### src/rtl/fpu_wb_pkg.sv
`default_nettype none
// ============================================================================
// Module  : fpu_wb_pkg
// Brief   : Register map, state encoding and helpers for the FPU WB initiator.
// Rev     : 1.0  initial release
// ============================================================================
package fpu_wb_pkg;

  localparam int FLAGS_W = 5;
  localparam int OP_W    = 12;
  localparam int RM_W    = 3;

  localparam logic [31:0] OFF_A   = 32'h0000_0000;
  localparam logic [31:0] OFF_B   = 32'h0000_0004;
  localparam logic [31:0] OFF_C   = 32'h0000_0008;
  localparam logic [31:0] OFF_RM  = 32'h0000_000C;
  localparam logic [31:0] OFF_RES = 32'h0000_0010;
  localparam logic [31:0] OFF_FLG = 32'h0000_0014;
  localparam logic [31:0] OFF_ST  = 32'h0000_0018;
  localparam logic [31:0] OFF_OP  = 32'h0000_001C;

  typedef enum logic [3:0] {
    ST_IDLE   = 4'd0,
    ST_WR_A   = 4'd1,
    ST_WR_B   = 4'd2,
    ST_WR_C   = 4'd3,
    ST_WR_RM  = 4'd4,
    ST_WR_OP  = 4'd5,
    ST_POLL   = 4'd6,
    ST_RD_RES = 4'd7,
    ST_RD_FLG = 4'd8,
    ST_WR_CLR = 4'd9,
    ST_RESP   = 4'd10
  } fpu_wb_state_e;

  // Operation register image: bit OP_W is the slave's valid_in strobe.
  function automatic logic [31:0] op_word(input logic valid, input logic [OP_W-1:0] op);
    return {{(32-OP_W-1){1'b0}}, valid, op};
  endfunction

endpackage
`default_nettype wire

### src/rtl/fpu_wb_initiator_if.sv
`default_nettype none
// ============================================================================
// Module  : fpu_wb_initiator_if
// Brief   : Wishbone classic bus between the FPU initiator and its slave.
// Rev     : 1.0  initial release
// ============================================================================
interface fpu_wb_initiator_if;

  logic        wbm_cyc_o;
  logic        wbm_stb_o;
  logic        wbm_we_o;
  logic [3:0]  wbm_sel_o;
  logic [31:0] wbm_adr_o;
  logic [31:0] wbm_dat_o;
  logic [31:0] wbm_dat_i;
  logic        wbm_ack_i;

  modport master (
    output wbm_cyc_o, wbm_stb_o, wbm_we_o, wbm_sel_o, wbm_adr_o, wbm_dat_o,
    input  wbm_dat_i, wbm_ack_i
  );

  modport slave (
    input  wbm_cyc_o, wbm_stb_o, wbm_we_o, wbm_sel_o, wbm_adr_o, wbm_dat_o,
    output wbm_dat_i, wbm_ack_i
  );

endinterface
`default_nettype wire

### src/rtl/fpu_wb_xfer.sv
`default_nettype none
// ============================================================================
// Module  : fpu_wb_xfer
// Brief   : Single Wishbone classic read/write with a start/done handshake.
// Rev     : 1.0  initial release
// ============================================================================
module fpu_wb_xfer (
  input  logic               clk,
  input  logic               rst,
  input  logic               i_start,
  input  logic               i_we,
  input  logic [31:0]        i_adr,
  input  logic [31:0]        i_wdata,
  output logic               o_done,
  output logic [31:0]        o_rdata,
  fpu_wb_initiator_if.master wb
);

  logic        r_cyc;
  logic        r_we;
  logic [3:0]  r_sel;
  logic [31:0] r_adr;
  logic [31:0] r_dat;
  logic        r_done;
  logic [31:0] r_rdata;

  // Bus is released on the ack edge, so done arrives during the idle cycle
  // and a launch on done yields exactly one idle cycle between transfers.
  always_ff @(posedge clk or posedge rst) begin
    if (rst) begin
      r_cyc   <= 1'b0;
      r_we    <= 1'b0;
      r_sel   <= 4'h0;
      r_adr   <= 32'h0;
      r_dat   <= 32'h0;
      r_done  <= 1'b0;
      r_rdata <= 32'h0;
    end else begin
      r_done <= 1'b0;
      if (r_cyc) begin
        if (wb.wbm_ack_i) begin
          r_cyc  <= 1'b0;
          r_we   <= 1'b0;
          r_sel  <= 4'h0;
          r_adr  <= 32'h0;
          r_dat  <= 32'h0;
          r_done <= 1'b1;
          if (!r_we) begin
            r_rdata <= wb.wbm_dat_i;
          end
        end
      end else if (i_start) begin
        r_cyc <= 1'b1;
        r_we  <= i_we;
        r_sel <= 4'hF;
        r_adr <= i_adr;
        r_dat <= i_we ? i_wdata : 32'h0;
      end
    end
  end

  assign wb.wbm_cyc_o = r_cyc;
  assign wb.wbm_stb_o = r_cyc;
  assign wb.wbm_we_o  = r_we;
  assign wb.wbm_sel_o = r_sel;
  assign wb.wbm_adr_o = r_adr;
  assign wb.wbm_dat_o = r_dat;
  assign o_done       = r_done;
  assign o_rdata      = r_rdata;

endmodule
`default_nettype wire

### src/rtl/fpu_wb_initiator.sv
`default_nettype none
// ============================================================================
// Module  : fpu_wb_initiator
// Brief   : Sequences one FPU command over Wishbone: write, poll, read back.
// Rev     : 1.0  initial release
// ============================================================================
module fpu_wb_initiator
  import fpu_wb_pkg::*;
#(
  parameter logic [31:0] BASE_ADDR  = 32'h3000_0000,
  parameter int          POLL_LIMIT = 1024,
  parameter int          POLL_W     = 11
) (
  input  logic               wb_clk_i,
  input  logic               wb_rst_i,
  input  logic               cmd_valid_i,
  output logic               cmd_ready_o,
  input  logic [31:0]        cmd_a_i,
  input  logic [31:0]        cmd_b_i,
  input  logic [31:0]        cmd_c_i,
  input  logic [RM_W-1:0]    cmd_rm_i,
  input  logic [OP_W-1:0]    cmd_op_i,
  output logic               rsp_valid_o,
  input  logic               rsp_ready_i,
  output logic [31:0]        rsp_result_o,
  output logic [FLAGS_W-1:0] rsp_flags_o,
  output logic               rsp_timeout_o,
  fpu_wb_initiator_if.master wbm
);

  localparam logic [POLL_W-1:0] c_poll_last = POLL_W'(POLL_LIMIT - 1);

  fpu_wb_state_e        r_state;
  fpu_wb_state_e        w_tgt;
  logic                 r_cmd_ready;
  logic                 r_rsp_valid;
  logic                 r_timeout;
  logic [31:0]          r_b;
  logic [31:0]          r_c;
  logic [RM_W-1:0]      r_rm;
  logic [OP_W-1:0]      r_op;
  logic [31:0]          r_result;
  logic [FLAGS_W-1:0]   r_flags;
  logic [POLL_W-1:0]    r_poll;

  logic                 w_start;
  logic                 w_we;
  logic [31:0]          w_off;
  logic [31:0]          w_adr;
  logic [31:0]          w_wdata;
  logic                 w_done;
  logic [31:0]          w_rdata;

  // Launch decode: the next bus state and whether its transfer starts now.
  always_comb begin
    w_start = 1'b0;
    w_tgt   = r_state;
    case (r_state)
      ST_IDLE:   begin w_start = cmd_valid_i; w_tgt = ST_WR_A;   end
      ST_WR_A:   begin w_start = w_done;      w_tgt = ST_WR_B;   end
      ST_WR_B:   begin w_start = w_done;      w_tgt = ST_WR_C;   end
      ST_WR_C:   begin w_start = w_done;      w_tgt = ST_WR_RM;  end
      ST_WR_RM:  begin w_start = w_done;      w_tgt = ST_WR_OP;  end
      ST_WR_OP:  begin w_start = w_done;      w_tgt = ST_POLL;   end
      ST_POLL: begin
        w_start = w_done;
        if (w_rdata[0]) begin
          w_tgt = ST_RD_RES;
        end else if (r_poll == c_poll_last) begin
          w_tgt = ST_WR_CLR;
        end else begin
          w_tgt = ST_POLL;
        end
      end
      ST_RD_RES: begin w_start = w_done;      w_tgt = ST_RD_FLG; end
      ST_RD_FLG: begin w_start = w_done;      w_tgt = ST_WR_CLR; end
      default:   ;
    endcase
  end

  // Transfer descriptor for the state being entered. WR_A only follows
  // IDLE, so its data comes straight from the command port.
  always_comb begin
    w_we    = 1'b1;
    w_off   = OFF_A;
    w_wdata = 32'h0;
    case (w_tgt)
      ST_WR_A:   begin w_off = OFF_A;   w_wdata = cmd_a_i;                          end
      ST_WR_B:   begin w_off = OFF_B;   w_wdata = r_b;                              end
      ST_WR_C:   begin w_off = OFF_C;   w_wdata = r_c;                              end
      ST_WR_RM:  begin w_off = OFF_RM;  w_wdata = {{(32-RM_W){1'b0}}, r_rm};        end
      ST_WR_OP:  begin w_off = OFF_OP;  w_wdata = op_word(1'b1, r_op);              end
      ST_POLL:   begin w_off = OFF_ST;  w_we    = 1'b0;                             end
      ST_RD_RES: begin w_off = OFF_RES; w_we    = 1'b0;                             end
      ST_RD_FLG: begin w_off = OFF_FLG; w_we    = 1'b0;                             end
      ST_WR_CLR: begin w_off = OFF_OP;  w_wdata = op_word(1'b0, r_op);              end
      default:   ;
    endcase
  end

  assign w_adr = BASE_ADDR + w_off;

  always_ff @(posedge wb_clk_i or posedge wb_rst_i) begin
    if (wb_rst_i) begin
      r_state     <= ST_IDLE;
      r_cmd_ready <= 1'b1;
      r_rsp_valid <= 1'b0;
      r_timeout   <= 1'b0;
      r_b         <= 32'h0;
      r_c         <= 32'h0;
      r_rm        <= '0;
      r_op        <= '0;
      r_result    <= 32'h0;
      r_flags     <= '0;
      r_poll      <= '0;
    end else begin
      case (r_state)
        ST_IDLE: begin
          if (cmd_valid_i) begin
            r_b         <= cmd_b_i;
            r_c         <= cmd_c_i;
            r_rm        <= cmd_rm_i;
            r_op        <= cmd_op_i;
            r_cmd_ready <= 1'b0;
            r_timeout   <= 1'b0;
            r_result    <= 32'h0;
            r_flags     <= '0;
            r_poll      <= '0;
            r_state     <= w_tgt;
          end
        end
        ST_POLL: begin
          if (w_done) begin
            if (!w_rdata[0]) begin
              r_poll <= r_poll + POLL_W'(1);
              if (r_poll == c_poll_last) begin
                r_timeout <= 1'b1;
                r_result  <= 32'h0;
                r_flags   <= '0;
              end
            end
            r_state <= w_tgt;
          end
        end
        ST_RD_RES: begin
          if (w_done) begin
            r_result <= w_rdata;
            r_state  <= w_tgt;
          end
        end
        ST_RD_FLG: begin
          if (w_done) begin
            r_flags <= w_rdata[FLAGS_W-1:0];
            r_state <= w_tgt;
          end
        end
        ST_WR_CLR: begin
          if (w_done) begin
            r_rsp_valid <= 1'b1;
            r_state     <= ST_RESP;
          end
        end
        ST_RESP: begin
          if (rsp_ready_i) begin
            r_rsp_valid <= 1'b0;
            r_cmd_ready <= 1'b1;
            r_state     <= ST_IDLE;
          end
        end
        default: begin
          if (w_done) begin
            r_state <= w_tgt;
          end
        end
      endcase
    end
  end

  fpu_wb_xfer u_xfer (
    .clk     (wb_clk_i),
    .rst     (wb_rst_i),
    .i_start (w_start),
    .i_we    (w_we),
    .i_adr   (w_adr),
    .i_wdata (w_wdata),
    .o_done  (w_done),
    .o_rdata (w_rdata),
    .wb      (wbm)
  );

  assign cmd_ready_o   = r_cmd_ready;
  assign rsp_valid_o   = r_rsp_valid;
  assign rsp_result_o  = r_result;
  assign rsp_flags_o   = r_flags;
  assign rsp_timeout_o = r_timeout;

endmodule
`default_nettype wire

### src/flat_wrapper.sv
// flat-port wrapper written by rule: the top's interface ports become plain ports
module fpu_wb_initiator_flat import fpu_wb_pkg::*;
#(
  parameter logic [31:0] BASE_ADDR  = 32'h3000_0000,
  parameter int          POLL_LIMIT = 1024,
  parameter int          POLL_W     = 11
)
  (wb_clk_i, wb_rst_i, cmd_valid_i, cmd_ready_o, cmd_a_i, cmd_b_i, cmd_c_i, cmd_rm_i, cmd_op_i, rsp_valid_o, rsp_ready_i, rsp_result_o, rsp_flags_o, rsp_timeout_o, wbm_wbm_cyc_o, wbm_wbm_stb_o, wbm_wbm_we_o, wbm_wbm_sel_o, wbm_wbm_adr_o, wbm_wbm_dat_o, wbm_wbm_dat_i, wbm_wbm_ack_i);
  fpu_wb_initiator_if wbm_i ();
  input  logic wb_clk_i;
  input  logic wb_rst_i;
  input  logic cmd_valid_i;
  output logic cmd_ready_o;
  input  logic [31:0] cmd_a_i;
  input  logic [31:0] cmd_b_i;
  input  logic [31:0] cmd_c_i;
  input  logic [RM_W-1:0] cmd_rm_i;
  input  logic [OP_W-1:0] cmd_op_i;
  output logic rsp_valid_o;
  input  logic rsp_ready_i;
  output logic [31:0] rsp_result_o;
  output logic [FLAGS_W-1:0] rsp_flags_o;
  output logic rsp_timeout_o;
  output wire logic [$bits(wbm_i.wbm_cyc_o)-1:0] wbm_wbm_cyc_o;
  output wire logic [$bits(wbm_i.wbm_stb_o)-1:0] wbm_wbm_stb_o;
  output wire logic [$bits(wbm_i.wbm_we_o)-1:0] wbm_wbm_we_o;
  output wire logic [$bits(wbm_i.wbm_sel_o)-1:0] wbm_wbm_sel_o;
  output wire logic [$bits(wbm_i.wbm_adr_o)-1:0] wbm_wbm_adr_o;
  output wire logic [$bits(wbm_i.wbm_dat_o)-1:0] wbm_wbm_dat_o;
  input wire logic [$bits(wbm_i.wbm_dat_i)-1:0] wbm_wbm_dat_i;
  input wire logic [$bits(wbm_i.wbm_ack_i)-1:0] wbm_wbm_ack_i;
  assign wbm_wbm_cyc_o = wbm_i.wbm_cyc_o;
  assign wbm_wbm_stb_o = wbm_i.wbm_stb_o;
  assign wbm_wbm_we_o = wbm_i.wbm_we_o;
  assign wbm_wbm_sel_o = wbm_i.wbm_sel_o;
  assign wbm_wbm_adr_o = wbm_i.wbm_adr_o;
  assign wbm_wbm_dat_o = wbm_i.wbm_dat_o;
  assign wbm_i.wbm_dat_i = wbm_wbm_dat_i;
  assign wbm_i.wbm_ack_i = wbm_wbm_ack_i;
  fpu_wb_initiator #(.BASE_ADDR(BASE_ADDR), .POLL_LIMIT(POLL_LIMIT), .POLL_W(POLL_W)) u_core (.wb_clk_i(wb_clk_i), .wb_rst_i(wb_rst_i), .cmd_valid_i(cmd_valid_i), .cmd_ready_o(cmd_ready_o), .cmd_a_i(cmd_a_i), .cmd_b_i(cmd_b_i), .cmd_c_i(cmd_c_i), .cmd_rm_i(cmd_rm_i), .cmd_op_i(cmd_op_i), .rsp_valid_o(rsp_valid_o), .rsp_ready_i(rsp_ready_i), .rsp_result_o(rsp_result_o), .rsp_flags_o(rsp_flags_o), .rsp_timeout_o(rsp_timeout_o), .wbm(wbm_i));
endmodule
### config.mk
export PLATFORM = sky130hd
export DESIGN_NAME = fpu_wb_initiator_flat
export DESIGN_NICKNAME = d
export VERILOG_FILES = /design/src/rtl/fpu_wb_pkg.sv /design/src/rtl/fpu_wb_initiator_if.sv /design/src/rtl/fpu_wb_xfer.sv /design/src/rtl/fpu_wb_initiator.sv /design/src/flat_wrapper.sv
export SDC_FILE = /design/constraint.sdc
export NUM_CORES = 1
export LEC_CHECK = 0
export ABC_CLOCK_PERIOD_IN_PS = 4400
export CAP_MARGIN = 5
export CELL_PAD_IN_SITES_DETAIL_PLACEMENT = 0
export CELL_PAD_IN_SITES_GLOBAL_PLACEMENT = 1
export CORE_ASPECT_RATIO = 1.4
export CORE_MARGIN = 4
export CORE_UTILIZATION = 38
export CTS_CLUSTER_DIAMETER = 30
export DETAILED_ROUTE_END_ITERATION = 12
export MAX_ROUTING_LAYER = met4
export PLACE_DENSITY_LB_ADDON = 0.1
export SYNTH_ARGS = -nofsm -noshare
export SYNTH_HDL_FRONTEND = slang
export SYNTH_HIERARCHICAL = 1
export SYNTH_SLANG_ARGS = --single-unit
### constraint.sdc
create_clock -name wb_clk_i -period 4.4 [get_ports wb_clk_i]
set_input_delay 0.44 -clock wb_clk_i [delete_from_list [all_inputs] [get_ports wb_clk_i]]
set_output_delay 0.44 -clock wb_clk_i [all_outputs]
set_load 0.02 [all_outputs]
==> results.md <==
* CTS tree: built
* Async set-or-reset flop fraction in the synthesized netlist at 100%
* Synth Cell Area at 10300 um2
* Overall power consumption at 10.5 mW
* Outcome: completed
* Detail Route met3 WL at 1760 um
* GPL Wtd Cong at 0.757
* Shortest clock period the worst path allows after layout at 2.99 ns
* Number of H-tree levels at 2
* Standard-cell row count at 71
* Number of global-route vias before repair at 8352
* Hold buffers post-CTS at 0
* Final instance count without filler cells at 1641
* Number of endpoints with negative hold slack in the final report at 0
* Number of antenna violations at the first check in global routing at 0
* Clock root buffer: sky130_fd_sc_hd__clkbuf_16
* Final setup fails at 0
* DP Wirelength at 19500 um
* Multiplexer share of the synthesized area at 8.74%
* Startpoint-to-endpoint class of the critical path: register to register
* Adder and majority gate portion of the synthesized area at 0.122%
* Inserted Clock Buffers at 41
* Worst EP arrival at 3.44 ns
* Share of the clock period used by the worst path after layout at 68.0%
* Post-Syn Instances at 971
* Clock latency on the worst-skew pair at 0.51 ns
* Max Transition Viols Final at 0
* Yosys warning total at 6
* Post-synthesis share of cell area spent on xor and xnor gates at 0.0852%
* Max cap viols at 0
* Endpoint class of the critical path: register
* Die height at 203 um
* Minimum setup slack after placement at 1.27 ns
* Minimum setup slack in the final design at 1.41 ns
* Met2 wirelength from detailed routing at 14100 um
* Maximum root-to-sink buffer count at 3
* CTS sink count at 234
* Final Util at 55.2%
* Headroom to the max-slew limit at 24.0%
* Uppermost metal layer occupied by signal nets: met4
* Maximum clock rate at 0.334 GHz
* Diode count at 0
* Total die area at 29800 um2
* Total Routing Usage GR at 19.3%
* Growth of design area from synthesis to finish at 43.5%
* Area of the core at 26700 um2
* # resized after CTS at 0
* Peak supply drop at 0.302 mV
* Combinational family with the most area after synthesis: simple AND/OR/NAND/NOR gates
* Fraction of layout cells with a size suffix above 1 at 9.01%
* Slew of the pin with the lowest slew margin at 1.12 ns
* Wire per inst at 17.5 um
* Leading register cell type out of synthesis: sky130_fd_sc_hd__dfrtp_1
* Flip-flop and latch count after synthesis at 234
* Wire length of the first global-routing pass at 45200 um
* Number of buffers inserted to repair setup after CTS at 0
* RSZ-0062 raised after global routing: false
* Starting density of the core at 38.5%
* Average vias per placed instance at 4.87
* Final net count at 1392
* Sum of negative setup slack at 0 ns
* Largest fanout of any net on the critical path at 36
* Areal power density over the cells at 710 nW/um2
* Wl on met1 at 12300 um
* Static Leakage at 6.80 nW
* Residual overflow from global routing at 0
* Number of placed instances with taps included at 1564
* Required time of the critical path at 4.85 ns
* Part of the Yosys area used for sequential elements at 57.0%
* Hold_ws at 0.456 ns
* Routed Wire Length at 28700 um
* Die span in x at 147 um
* Pin count of the biggest net entering global routing at 82
* DRC violations left at 0
* Via total after detailed routing at 7988
* Max Clock Skew at 0.00898 ns
* Post-route cell area at 14800 um2
* CTS clock-pin slew for the worst setup and hold paths at 0.05 ns
* Placed cell area at 13200 um2
* Initial DRC Count at 348
* Number of port buffers at 258
* I/O pin count at 259
* Worst Setup Start Kind: register
* Simple logic cell fraction of the synthesized area at 15.4%
* Share of the synthesized area in compound gates (AO/OA/AOI/OAI) at 14.5%
* Number of enable flip-flop cells after synthesis at 0
* Iteration count of the initial detailed-routing pass at 4
* Class of the tightest hold or removal check: primary input to register
* Antenna-violating nets left at 0
* Post-synthesis area per instance at 10.6 um2
* Count of unique library cells instantiated by Yosys at 56
cells in the final DEF, fill, tap and decap left out, drive strengths merged, types with 6 or more instances in the layout:
cell type / Yosys / final
nand3: 8 / 8
nand2b: 6 / 6
clkinv: 0 / 11
a21oi: 34 / 34
nand2: 265 / 265
mux2i: 47 / 47
o21ai: 22 / 22
inv: 6 / 9
nor2b: 8 / 8
clkbuf: 28 / 47
dfrtp: 233 / 233
mux2: 32 / 32
a22o: 96 / 96
nor2: 52 / 52
conb: 2 / 29
bufinv: 0 / 10
buf: 46 / 18
o2bb2ai: 16 / 16
clkdlybuf4s50: 0 / 258
synth_stat cells (3+ instances only):
| master | number | area, um2 |
|---|---|---|
| sky130_fd_sc_hd__o22ai_1 | 3 | 18.8 |
| sky130_fd_sc_hd__nand3_1 | 8 | 40.0 |
| sky130_fd_sc_hd__o211ai_1 | 4 | 30.0 |
| sky130_fd_sc_hd__and3_1 | 3 | 18.8 |
| sky130_fd_sc_hd__nand2b_1 | 6 | 37.5 |
| sky130_fd_sc_hd__mux4_2 | 3 | 67.6 |
| sky130_fd_sc_hd__nor2b_1 | 8 | 50.1 |
| sky130_fd_sc_hd__inv_1 | 6 | 22.5 |
| sky130_fd_sc_hd__o21ai_0 | 20 | 100 |
| sky130_fd_sc_hd__buf_2 | 25 | 125 |
| sky130_fd_sc_hd__buf_6 | 6 | 67.6 |
| sky130_fd_sc_hd__nor3_1 | 3 | 15.0 |
| sky130_fd_sc_hd__a22o_1 | 96 | 841 |
| sky130_fd_sc_hd__nor2_1 | 52 | 195 |
| sky130_fd_sc_hd__mux2i_1 | 47 | 470 |
| sky130_fd_sc_hd__dfrtp_1 | 233 | 5830 |
| sky130_fd_sc_hd__buf_4 | 13 | 97.6 |
| sky130_fd_sc_hd__a31oi_1 | 5 | 31.3 |
| sky130_fd_sc_hd__mux2_1 | 30 | 338 |
| sky130_fd_sc_hd__nor4_1 | 3 | 18.8 |
| sky130_fd_sc_hd__a21oi_1 | 33 | 165 |
| sky130_fd_sc_hd__or4_1 | 5 | 37.5 |
| sky130_fd_sc_hd__or3_1 | 5 | 31.3 |
| sky130_fd_sc_hd__o31ai_1 | 4 | 30.0 |
| sky130_fd_sc_hd__o21a_1 | 4 | 30.0 |
| sky130_fd_sc_hd__clkbuf_1 | 28 | 105 |
| sky130_fd_sc_hd__nand2_1 | 265 | 995 |
| sky130_fd_sc_hd__o2bb2ai_1 | 16 | 140 |
state kept, by name, indices dropped and copies added (netlist names), 4 cells and up:
register and flops:
u_core/u_xfer/o_rdata 32, u_core/r_state 4, u_core/r_op 12, u_core/rsp_flags_o 5
u_core/rsp_result_o 32, u_core/r_c 32, u_core/u_xfer/wb.wbm_adr_o 32, u_core/r_b 32
u_core/u_xfer/wb.wbm_dat_o 32, u_core/r_poll 11
area by class of cell:
cell class              instances  area [um2]
fillers                      2394       12000
flip-flops and latches        234        5860
multi-input cells             684        4130
repair buffers                276        2740
clock buffers                  47        1110
well taps                     365         457
clock inverters                29         427
inverters                       6        30.0
report_power, final:
group / total [mW] / internal (mW) / leakage, nW / switching [mW]
Combinational: 3.40 / 1.58 / 3.03 / 1.82
Clock: 3.49 / 2.40 / 0.746 / 1.09
Sequential: 3.58 / 2.99 / 3.03 / 0.588
Total: 10.5 / 6.97 / 6.80 / 3.50
path summary, 6_finish.rpt:
check,slack (ns),startpoint,cells past startpoint,endpoint
setup / recovery,1.41,u_core/r_state[3],7,u_core/u_xfer/wb.wbm_adr_o[0]
max in group asynchronous,3.02,wb_rst_i,3,u_core/u_xfer/wb.wbm_dat_o[5]
setup reg to reg,1.41,u_core/r_state[3],7,u_core/u_xfer/wb.wbm_adr_o[0]
hold / removal,0.46,cmd_c_i[29],3,u_core/r_c[29]
hold reg to reg,0.47,u_core/r_b[24],2,u_core/r_b[24]
min in group asynchronous,0.50,wb_rst_i,2,u_core/rsp_result_o[28]
critical path: stages (launching register included):
cell                       delay [ns]
sky130_fd_sc_hd__dfrtp_1         0.78
sky130_fd_sc_hd__mux2i_1         0.26
sky130_fd_sc_hd__nor4_1          0.07
sky130_fd_sc_hd__nand2b_1        0.19
sky130_fd_sc_hd__buf_4           0.25
sky130_fd_sc_hd__mux2i_4         0.90
sky130_fd_sc_hd__buf_4           0.31
sky130_fd_sc_hd__a22o_1          0.14
metal layers:
metal,track usage [%],vias up
li1,-,3890
met1,24.1,3819
met2,31.6,236
met3,4.64,43
met4,5.46,0
met5,-,-
kinds of logic after synthesis:
group,Yosys count
multiplexers,82
other,2
buffers and inverters,80
XOR/XNOR,1
AND/OR/NAND/NOR,373
AO/OA/AOI/OAI,198
adder cells (fa/ha/maj),1
flip-flops,234
(Power assumes the default switching activity.)
